## src/rtl/credit_acceptor_if.sv

```systemverilog
// Handshake bundle between the coin/credit front end and its surroundings.
// The master drives coin, button, price and dispense-complete levels; the slave returns credit status.
interface credit_acceptor_if;
   logic [1:0] COIN;
   logic       BUY;
   logic       CANCEL;
   logic [2:0] PRICE;
   logic       DONE;
   logic [2:0] CIN;
   logic       E;
   logic       RET;
   logic       REJ;
   logic       NOFUND;
   logic       BUSY;

   modport master (
      output COIN, BUY, CANCEL, PRICE, DONE,
      input  CIN, E, RET, REJ, NOFUND, BUSY
   );

   modport slave (
      input  COIN, BUY, CANCEL, PRICE, DONE,
      output CIN, E, RET, REJ, NOFUND, BUSY
   );
endinterface

```

## src/rtl/credit_acceptor.sv

```systemverilog
// Coin/credit front end for the dispenser: edge-detects inputs, accumulates credit, vends and pays out change.
// Optional idle auto-refund in ACCUM is enabled by defining CREDIT_AUTOREFUND_EN.
module credit_acceptor #(
   parameter int unsigned MAX_CREDIT  = 7,
   parameter int unsigned TIMEOUT_CYC = 50
) (
   input  logic             CLK,
   input  logic             RESET,
   credit_acceptor_if.slave bus
);
   typedef enum logic [1:0] {
      S_IDLE   = 2'd0,
      S_ACCUM  = 2'd1,
      S_VEND   = 2'd2,
      S_PAYOUT = 2'd3
   } state_t;

   state_t     state_q, state_d;
   logic [2:0] cin_q, cin_d;
   logic [2:0] price_q, price_d;
   logic       e_q, e_d;
   logic       ret_q, ret_d;
   logic       rej_q, rej_d;
   logic       nofund_q, nofund_d;
   logic       busy_q, busy_d;
   logic [1:0] coin_prev_q;
   logic       buy_prev_q;
   logic       cancel_prev_q;

   logic       coin_ev, buy_ev, cancel_ev;
   logic [2:0] coin_val;
   logic [3:0] coin_sum;
   logic       coin_fits;
   logic       buy_ok;
   logic [2:0] remainder;
   logic       tmo_hit;

   assign coin_ev   = (bus.COIN != 2'b00) && (coin_prev_q == 2'b00);
   assign buy_ev    = bus.BUY && !buy_prev_q;
   assign cancel_ev = bus.CANCEL && !cancel_prev_q;
   assign coin_sum  = {1'b0, cin_q} + {1'b0, coin_val};
   assign coin_fits = (coin_sum <= 4'(MAX_CREDIT));
   // Affordability uses the credit held before any same-cycle coin.
   assign buy_ok    = buy_ev && (cin_q >= bus.PRICE);
   assign remainder = cin_q - price_q;

   always_comb begin
      case (bus.COIN)
         2'b01:   coin_val = 3'd1;
         2'b10:   coin_val = 3'd2;
         2'b11:   coin_val = 3'd4;
         default: coin_val = 3'd0;
      endcase
   end

`ifdef CREDIT_AUTOREFUND_EN
   logic [7:0] tmo_q, tmo_d;
   logic       any_ev;

   assign any_ev  = coin_ev || buy_ev || cancel_ev;
   assign tmo_hit = !any_ev && ((tmo_q + 8'd1) == 8'(TIMEOUT_CYC));

   always_comb begin
      if ((state_q == S_ACCUM) && (state_d == S_ACCUM) && !any_ev) begin
         tmo_d = tmo_q + 8'd1;
      end else begin
         tmo_d = 8'd0;
      end
   end

   always_ff @(posedge CLK) begin
      if (RESET) begin
         tmo_q <= 8'd0;
      end else begin
         tmo_q <= tmo_d;
      end
   end
`else
   assign tmo_hit = 1'b0;
`endif

   always_ff @(posedge CLK) begin
      if (RESET) begin
         state_q <= S_IDLE;
      end else begin
         state_q <= state_d;
      end
   end

   always_comb begin
      state_d = state_q;
      case (state_q)
         S_IDLE: begin
            if (coin_ev && coin_fits) state_d = S_ACCUM;
            else                      state_d = S_IDLE;
         end
         S_ACCUM: begin
            if (cancel_ev)    state_d = S_PAYOUT;
            else if (buy_ok)  state_d = S_VEND;
            else if (tmo_hit) state_d = S_PAYOUT;
            else              state_d = S_ACCUM;
         end
         S_VEND: begin
            if (bus.DONE) state_d = (remainder != 3'd0) ? S_PAYOUT : S_IDLE;
            else          state_d = S_VEND;
         end
         S_PAYOUT: begin
            if (cin_q == 3'd1) state_d = S_IDLE;
            else               state_d = S_PAYOUT;
         end
         default: state_d = S_IDLE;
      endcase
   end

   always_comb begin
      cin_d    = cin_q;
      price_d  = price_q;
      rej_d    = 1'b0;
      nofund_d = 1'b0;
      case (state_q)
         S_IDLE: begin
            nofund_d = buy_ev;
            if (coin_ev && coin_fits) cin_d = coin_sum[2:0];
            else                      rej_d = coin_ev;
         end
         S_ACCUM: begin
            if (cancel_ev) begin
               rej_d = coin_ev;
            end else begin
               if (buy_ok) price_d  = bus.PRICE;
               else        nofund_d = buy_ev;
               if (coin_ev && coin_fits) cin_d = coin_sum[2:0];
               else                      rej_d = coin_ev;
            end
         end
         S_VEND: begin
            rej_d = coin_ev;
            if (bus.DONE) cin_d = remainder;
            else          cin_d = cin_q;
         end
         S_PAYOUT: begin
            rej_d = coin_ev;
            cin_d = cin_q - 3'd1;
         end
         default: begin
            cin_d = 3'd0;
         end
      endcase
      e_d    = (state_d == S_VEND);
      ret_d  = (state_d == S_PAYOUT);
      busy_d = (state_d == S_VEND) || (state_d == S_PAYOUT);
   end

   // Edge history presets to "active" so levels held through reset raise no event.
   always_ff @(posedge CLK) begin
      if (RESET) begin
         cin_q         <= 3'd0;
         price_q       <= 3'd0;
         e_q           <= 1'b0;
         ret_q         <= 1'b0;
         rej_q         <= 1'b0;
         nofund_q      <= 1'b0;
         busy_q        <= 1'b0;
         coin_prev_q   <= 2'b11;
         buy_prev_q    <= 1'b1;
         cancel_prev_q <= 1'b1;
      end else begin
         cin_q         <= cin_d;
         price_q       <= price_d;
         e_q           <= e_d;
         ret_q         <= ret_d;
         rej_q         <= rej_d;
         nofund_q      <= nofund_d;
         busy_q        <= busy_d;
         coin_prev_q   <= bus.COIN;
         buy_prev_q    <= bus.BUY;
         cancel_prev_q <= bus.CANCEL;
      end
   end

   assign bus.CIN    = cin_q;
   assign bus.E      = e_q;
   assign bus.RET    = ret_q;
   assign bus.REJ    = rej_q;
   assign bus.NOFUND = nofund_q;
   assign bus.BUSY   = busy_q;
endmodule

```

## src/flat_wrapper.sv

```systemverilog
// flat-port wrapper written by rule: the top's interface ports become plain ports
module credit_acceptor_flat 
#(
   parameter int unsigned MAX_CREDIT  = 7,
   parameter int unsigned TIMEOUT_CYC = 50
)
  (CLK, RESET, bus_COIN, bus_BUY, bus_CANCEL, bus_PRICE, bus_DONE, bus_CIN, bus_E, bus_RET, bus_REJ, bus_NOFUND, bus_BUSY);
  credit_acceptor_if bus_i ();
  input  logic CLK;
  input  logic RESET;
  input wire logic [$bits(bus_i.COIN)-1:0] bus_COIN;
  input wire logic [$bits(bus_i.BUY)-1:0] bus_BUY;
  input wire logic [$bits(bus_i.CANCEL)-1:0] bus_CANCEL;
  input wire logic [$bits(bus_i.PRICE)-1:0] bus_PRICE;
  input wire logic [$bits(bus_i.DONE)-1:0] bus_DONE;
  output wire logic [$bits(bus_i.CIN)-1:0] bus_CIN;
  output wire logic [$bits(bus_i.E)-1:0] bus_E;
  output wire logic [$bits(bus_i.RET)-1:0] bus_RET;
  output wire logic [$bits(bus_i.REJ)-1:0] bus_REJ;
  output wire logic [$bits(bus_i.NOFUND)-1:0] bus_NOFUND;
  output wire logic [$bits(bus_i.BUSY)-1:0] bus_BUSY;
  assign bus_i.COIN = bus_COIN;
  assign bus_i.BUY = bus_BUY;
  assign bus_i.CANCEL = bus_CANCEL;
  assign bus_i.PRICE = bus_PRICE;
  assign bus_i.DONE = bus_DONE;
  assign bus_CIN = bus_i.CIN;
  assign bus_E = bus_i.E;
  assign bus_RET = bus_i.RET;
  assign bus_REJ = bus_i.REJ;
  assign bus_NOFUND = bus_i.NOFUND;
  assign bus_BUSY = bus_i.BUSY;
  credit_acceptor #(.MAX_CREDIT(MAX_CREDIT), .TIMEOUT_CYC(TIMEOUT_CYC)) u_core (.CLK(CLK), .RESET(RESET), .bus(bus_i));
endmodule
```

## config.mk

```make
export PLATFORM = sky130hd
export DESIGN_NAME = credit_acceptor_flat
export DESIGN_NICKNAME = d
export VERILOG_FILES = /design/src/rtl/credit_acceptor_if.sv /design/src/rtl/credit_acceptor.sv /design/src/flat_wrapper.sv
export SDC_FILE = /design/constraint.sdc
export NUM_CORES = 1
export LEC_CHECK = 0
export ABC_AREA = 1
export CAP_MARGIN = 20
export CORE_ASPECT_RATIO = 0.7
export CORE_MARGIN = 2
export CORE_UTILIZATION = 45
export DETAILED_ROUTE_END_ITERATION = 16
export GPL_ROUTABILITY_DRIVEN = 1
export PLACE_DENSITY_LB_ADDON = 0.3
export SYNTH_ARGS = -nofsm -noshare
export SYNTH_HDL_FRONTEND = slang
export SYNTH_SLANG_ARGS = --single-unit
```

## constraint.sdc

```tcl
create_clock -name CLK -period 2 [get_ports CLK]
set_clock_uncertainty 0.1 [all_clocks]
set_input_delay 0.4 -clock CLK [delete_from_list [all_inputs] [get_ports CLK]]
set_output_delay 0.4 -clock CLK [all_outputs]
set_load 0.03 [all_outputs]
```

# ---- Word level (Yosys, flattened, before mapping)
# Cells that the tools add are included.
dict set report totals {
  reg_bits 17
  inputBits 10
  out_inout_bits 8
}
dict set report op_classes {
  n_addsub 3
  magnitude_cmp 2
  n_eq_ne 11
  n_mux 18
  bitwise 1
  reduce_logical 15
}
# op count
set ops {}
lappend ops {{2-bit equality test, second input constant} 6}
lappend ops {{3-bit case mux with 4 select lines} 1}
lappend ops {{2-bit two-way mux} 5}
lappend ops {{3-bit two-way mux} 3}
lappend ops {{3-bit case mux with 3 select lines} 1}
lappend ops {{2-bit case mux with 4 select lines} 1}
lappend ops {{1-bit logical AND} 5}
lappend ops {{1-bit two-way mux} 5}
lappend ops {{3-bit by 3-bit adder with 4-bit output} 1}
lappend ops {{2-bit by 1-bit equality test with 1-bit output, second input constant} 2}
lappend ops {{4-bit by 3-bit <= comparator with 1-bit output, second input constant} 1}
lappend ops {{2-bit zero test} 2}
lappend ops {{2-bit != test, second input constant} 2}
lappend ops {{3-bit by 1-bit equality test with 1-bit output, second input constant} 1}
lappend ops {{3-bit >= comparator} 1}
lappend ops {{1-bit case mux with 3 select lines} 1}
lappend ops {{3-bit AND reduction} 1}
lappend ops {{3-bit nonzero test} 1}
lappend ops {{3-bit by 1-bit subtractor with 3-bit output, second input constant} 1}
lappend ops {{3-bit subtractor} 1}
lappend ops {{1-bit zero test} 2}
lappend ops {{1-bit case mux with 2 select lines} 1}
lappend ops {{2-bit AND reduction} 1}
lappend ops {{2-bit nonzero test} 1}
lappend ops {{3 further kinds} 3}

# ---- Logic depth before layout (Yosys ltp)
dict set report depth {
  ltp_word 9
  ltp_mapped 13
  ltp_nobuf 13
}

# ---- Worst setup path after synthesis
# Ideal clock, no wire load.
dict set report synth_path {
  path_kind {reg2reg}
  startpoint {reg u_core.cin_q[0] (netlist: u_core.bus.CIN[0])}
  endpoint {reg u_core.e_q (netlist: u_core.bus.E)}
  setup_ns 0.112
  arrival_ns 1.884
  required_ns 1.788
  setup_slack_ns -0.097
  path_stages_with_launch 11
  n_path_buf 0
  path_cell_list {dfxtp_1 > inv_1 > ha_1 > inv_1 > fa_1 > nor2_1 > nand3_1 > a21oi_1 > nand2_1 > nand2_2 > nor2_1}
}
dict set report synth_via {
  elab_chain_len 6
}
# element line
set synth_rtl {}
lappend synth_rtl {{from (decl)} credit_acceptor.sv:19} ;# logic [2:0] cin_q, cin_d;
lappend synth_rtl {{from (signal assigned)} credit_acceptor.sv:168} ;# cin_q <= cin_d;
lappend synth_rtl {{3-bit by 3-bit adder with 4-bit output (tied with other cells)} credit_acceptor.sv:41} ;# assign coin_sum = {1'b0, cin_q} + {1'b0, coin_val};
lappend synth_rtl {{4-bit by 3-bit <= comparator with 1-bit output (tied with other cells)} credit_acceptor.sv:42} ;# assign coin_fits = (coin_sum <= 4'(MAX_CREDIT));
lappend synth_rtl {{1-bit logical AND (tied with other cells)} credit_acceptor.sv:94} ;# if (coin_ev && coin_fits) state_d = S_ACCUM;
lappend synth_rtl {{1-bit two-way mux (tied with other cells)} credit_acceptor.sv:94}
lappend synth_rtl {{2-bit case mux with 4 select lines (*)} credit_acceptor.sv:92} ;# case (state_q)
lappend synth_rtl {{2-bit equality test (*)} credit_acceptor.sv:149} ;# e_d = (state_d == S_VEND);
lappend synth_rtl {{to (signal assigned)} credit_acceptor.sv:159} ;# e_q <= 1'b0;
lappend synth_rtl {{to (signal assigned)} credit_acceptor.sv:170} ;# e_q <= e_d;
lappend synth_rtl {{to (decl)} credit_acceptor.sv:21} ;# logic e_q, e_d;
# Mark *: on every way between the ends. The rest lies on a longest branch, timed or not.
# A chain may end at the register's enable or synchronous reset.

# ---- Worst setup path after layout
dict set report layout_path {
  startpoint {reg u_core.cin_q[0] (netlist: u_core.bus.CIN[0])}
  endpoint {out bus_CIN[0]}
}
# element line
set layout_lines {}
lappend layout_lines {{to (decl)} flat_wrapper.sv:16} ;# output wire logic [$bits(bus_i.CIN)-1:0] bus_CIN;
# No word-level cell between the ends.

==> impl_metrics.csv <==
group,metric,value,unit
run_status,status,"completed",
synth,synth_fa_ha_area_share,14.6,%
layout,antenna_cells,0,
synth,synth_compound_area_share,8.61,%
clock_network,clkTransAtPathRegs,0.11,ns
detailed_routing,firstDrtPassIters,4,
synth,synth_top_family_by_area,"simple AND/OR/NAND/NOR gates",
synth,seq_area_frac_synth,32.5,%
setup_path,crit_required,1.50,ns
synth,ys_seq_elements,17,
detailed_routing,drt_iter0_drc,47,
global_route,grt_antenna_before_repair,0,
timing,period_minus_slack,1.95,ns
worst_hold_path,hp-class,"in2reg",
timing,fin_tns_setup,0,ns
layout,final_area,1380,um2
setup_path,arrival,1.45,ns
layout,fillers,205,
detailed_routing,totalWireLength,2540,um
clock_network,cts_made_buffers,3,
flow_run,maxCapViolations,0,
setup_path,critPathMaxFanout,5,
timing,hold_violations,0,
timing,setup_violations,0,
die,die_area,2730,um2
clock_network,root_buffer,"clkbuf_4",
die,die_width,61.6,um
timing,drv_slew,0,
synth,synthArstFlopShare,0,%
setup_path,r2r_end,"u_core.bus.RET",
synth,synth_nets,171,
detailed_routing,vias,1071,
layout,area_growth,31.8,%
detailed_routing,vias_per_cell,5.05,
synth,synthTopCellsByCount,"42 x nand2_1, 24 x inv_1, 17 x dfxtp_1",
synth,synthXorXnorAreaFrac,1.67,%
synth,syn_area_per_cell,6.97,um2
layout,fin_cells,212,
place,place_inst,208,
synth,synth.top_cell.area_share,32.5,%
synth,yosys.area.top_type,"dfxtp_1",
clock_network,holdBufCountCts,0,
synth,synth_edf_count,0,
place,place_hpwl,1960,um
synth,syn_area,1050,um2
die,pin_count,18,
global_route,grt_pass1_vias,978,
layout,multiInputGateArea,628,um2
global_route,grt_pass1_wl,4190,um
global_route,grt_use_total,21.2,%
clock_network,cts_tree,"yes",
synth,yosysMostFrequentCell,"nand2_1",
place,gp_congestion,0.806,
setup_path,rr_startpoint,"u_core.bus.CIN[0]",
setup_path,cp-end-kind,"output port",
die,start_util,48.2,%
synth,synthCells,150,
setup_path,r2r_slack,0.11,ns
die,coreArea,2170,um2
synth,yosys-top-cells-area,"dfxtp_1 33%, nand2_1 15%, ha_1 11%, inv_1 8.6%, nor2_1 5.4%",
synth,synth_warnings,0,
pwr,finalPower,0.656,mW
synth,yosys.area_share.simple,32.9,%
synth,synth-main-ff-cell,"dfxtp_1",
clock_network,clock_sinks,17,
worst_hold_path,min_to,"u_core.coin_prev_q[0]",
global_route,grt_max_degree,11,
detailed_routing,drc,0,
place,io_buffers,17,
global_route,overflow,0,
clock_network,h-tree-depth,1,
timing,timing.fmax,0.512,GHz
setup_path,r2r_cells,10,
worst_hold_path,hold_path_depth,3,
timing,worst_pin_slew,0.307,ns
layout,drive_above_1_share,17.2,%
synth,synth_mux_area_share,0,%
timing,relSlewSlack,79.5,%
detailed_routing,wl_per_cell,12.0,um
die,fp.dieH,44.3,um
worst_hold_path,min-delay-start,"bus_COIN[0]",
pwr,p_per_area,476,nW/um2
synth,synth_cell_types,21,
setup_path,critPathKind,"reg2out",
pwr,ir_worst_vdd,0.404,mV
place,placed_area,1330,um2
clock_network,cts_buffer_depth,2,
detailed_routing,ant_nets,0,
pwr,p_leak,0.691,nW
clock_network,clk_latency,0.30,ns
setup_path,startpoint_type,"register",
timing,whs,0.298,ns
timing,fin_crit_sh,97.6,%
layout,register_area,342,um2
die,num_rows,14,
layout,layout.nets,202,
-- routing by layer --
metal  track usage, %  part of all wire, %
met5                0                    0
met2             34.9                   47
met3             5.56                  7.0
met4             8.09                  2.2
met1             26.5                   44
-- registers in the layout (all words and copies together), names as in the netlist --
| name | cells |
|---|---|
| u_core.bus.REJ | 1 |
| u_core.buy_prev_q | 1 |
| u_core.state_q | 2 |
| u_core.bus.CIN | 3 |
| u_core.bus.E | 1 |
| u_core.price_q | 3 |
| u_core.bus.RET | 1 |
| u_core.bus.NOFUND | 1 |
| u_core.cancel_prev_q | 1 |
| u_core.bus.BUSY | 1 |
| u_core.coin_prev_q | 2 |
-- worst max-delay path by stage --
stage                       from                 to  slack, ns  depth (start not counted)
2_1_floorplan  u_core.bus.CIN[0]       u_core.bus.E       0.06                         10
3_3_place_gp         bus_COIN[1]  u_core.bus.CIN[2]      -0.27                         12
3_5_place_dp         bus_COIN[1]  u_core.bus.CIN[2]      -0.32                         12
4_1_cts              bus_COIN[1]  u_core.bus.CIN[2]      -0.01                         12
5_1_grt             bus_PRICE[2]       u_core.bus.E     -0.007                         11
6_report       u_core.bus.CIN[0]         bus_CIN[0]       0.05                          2
-- cells in the final DEF, fill, tap and decap left out, types with 2 or more instances in the layout --
master and instances:
o211ai_1 2, a21oi_1 7, dfxtp_1 16, nand2_1 41
nor2_1 13, inv_1 23, ha_1 9, xnor2_1 2
buf_4 9, o21ai_0 4, clkdlybuf4s50_1 13, nor2_2 4
nand3_2 2, dlygate4sd2_1 2, clkbuf_4 3, nand2_2 3
inv_2 3, dlymetal6s2s_1 2, nand3_1 9, nor2_4 2
-- report_power, final --
part           internal (mW)  switching, mW
registers              0.346        0.00731
logic                 0.0530         0.0570
clock network         0.0747          0.118
total                  0.474          0.182
-- critical path, stage by stage, from the launching register on --
cell and delay [ns]:
dfxtp_2 0.35, buf_4 0.14, clkdlybuf4s50_1 0.67
-- stage by stage --
stage               setup slack (ns)  util [%]
floorplan                     0.0608         -
global placement              -0.272      61.0
detailed placement            -0.323      61.0
CTS                          -0.0118      62.2
global route                -0.00749      63.5
finish                        0.0481      63.5
-- kinds of logic (layout without fill, tap and decap cells) --
group | count (synthesis) | count (layout)
AND/OR/NAND/NOR | 77 | 77
XOR/XNOR | 2 | 2
flip-flops | 17 | 17
AO/OA/AOI/OAI | 16 | 16
buffers and inverters | 27 | 57
adder cells (fa/ha/maj) | 11 | 11
-- area by class of cell --
class / instances / share of cell area (%)
clock buffer: 3 / 1.63
clock inverter: 1 / 0.363
inverter: 27 / 7.35
multi-input combinational: 106 / 45.6
sequential: 17 / 24.8
tap: 32 / 2.90
timing repair buffer: 26 / 17.4
-- timing repair --
action	4_1_cts	5_1_grt
setup buffers	0	0
setup endpoints to repair	4	9
gates resized for setup	2	10
(Power assumes the default switching activity.)
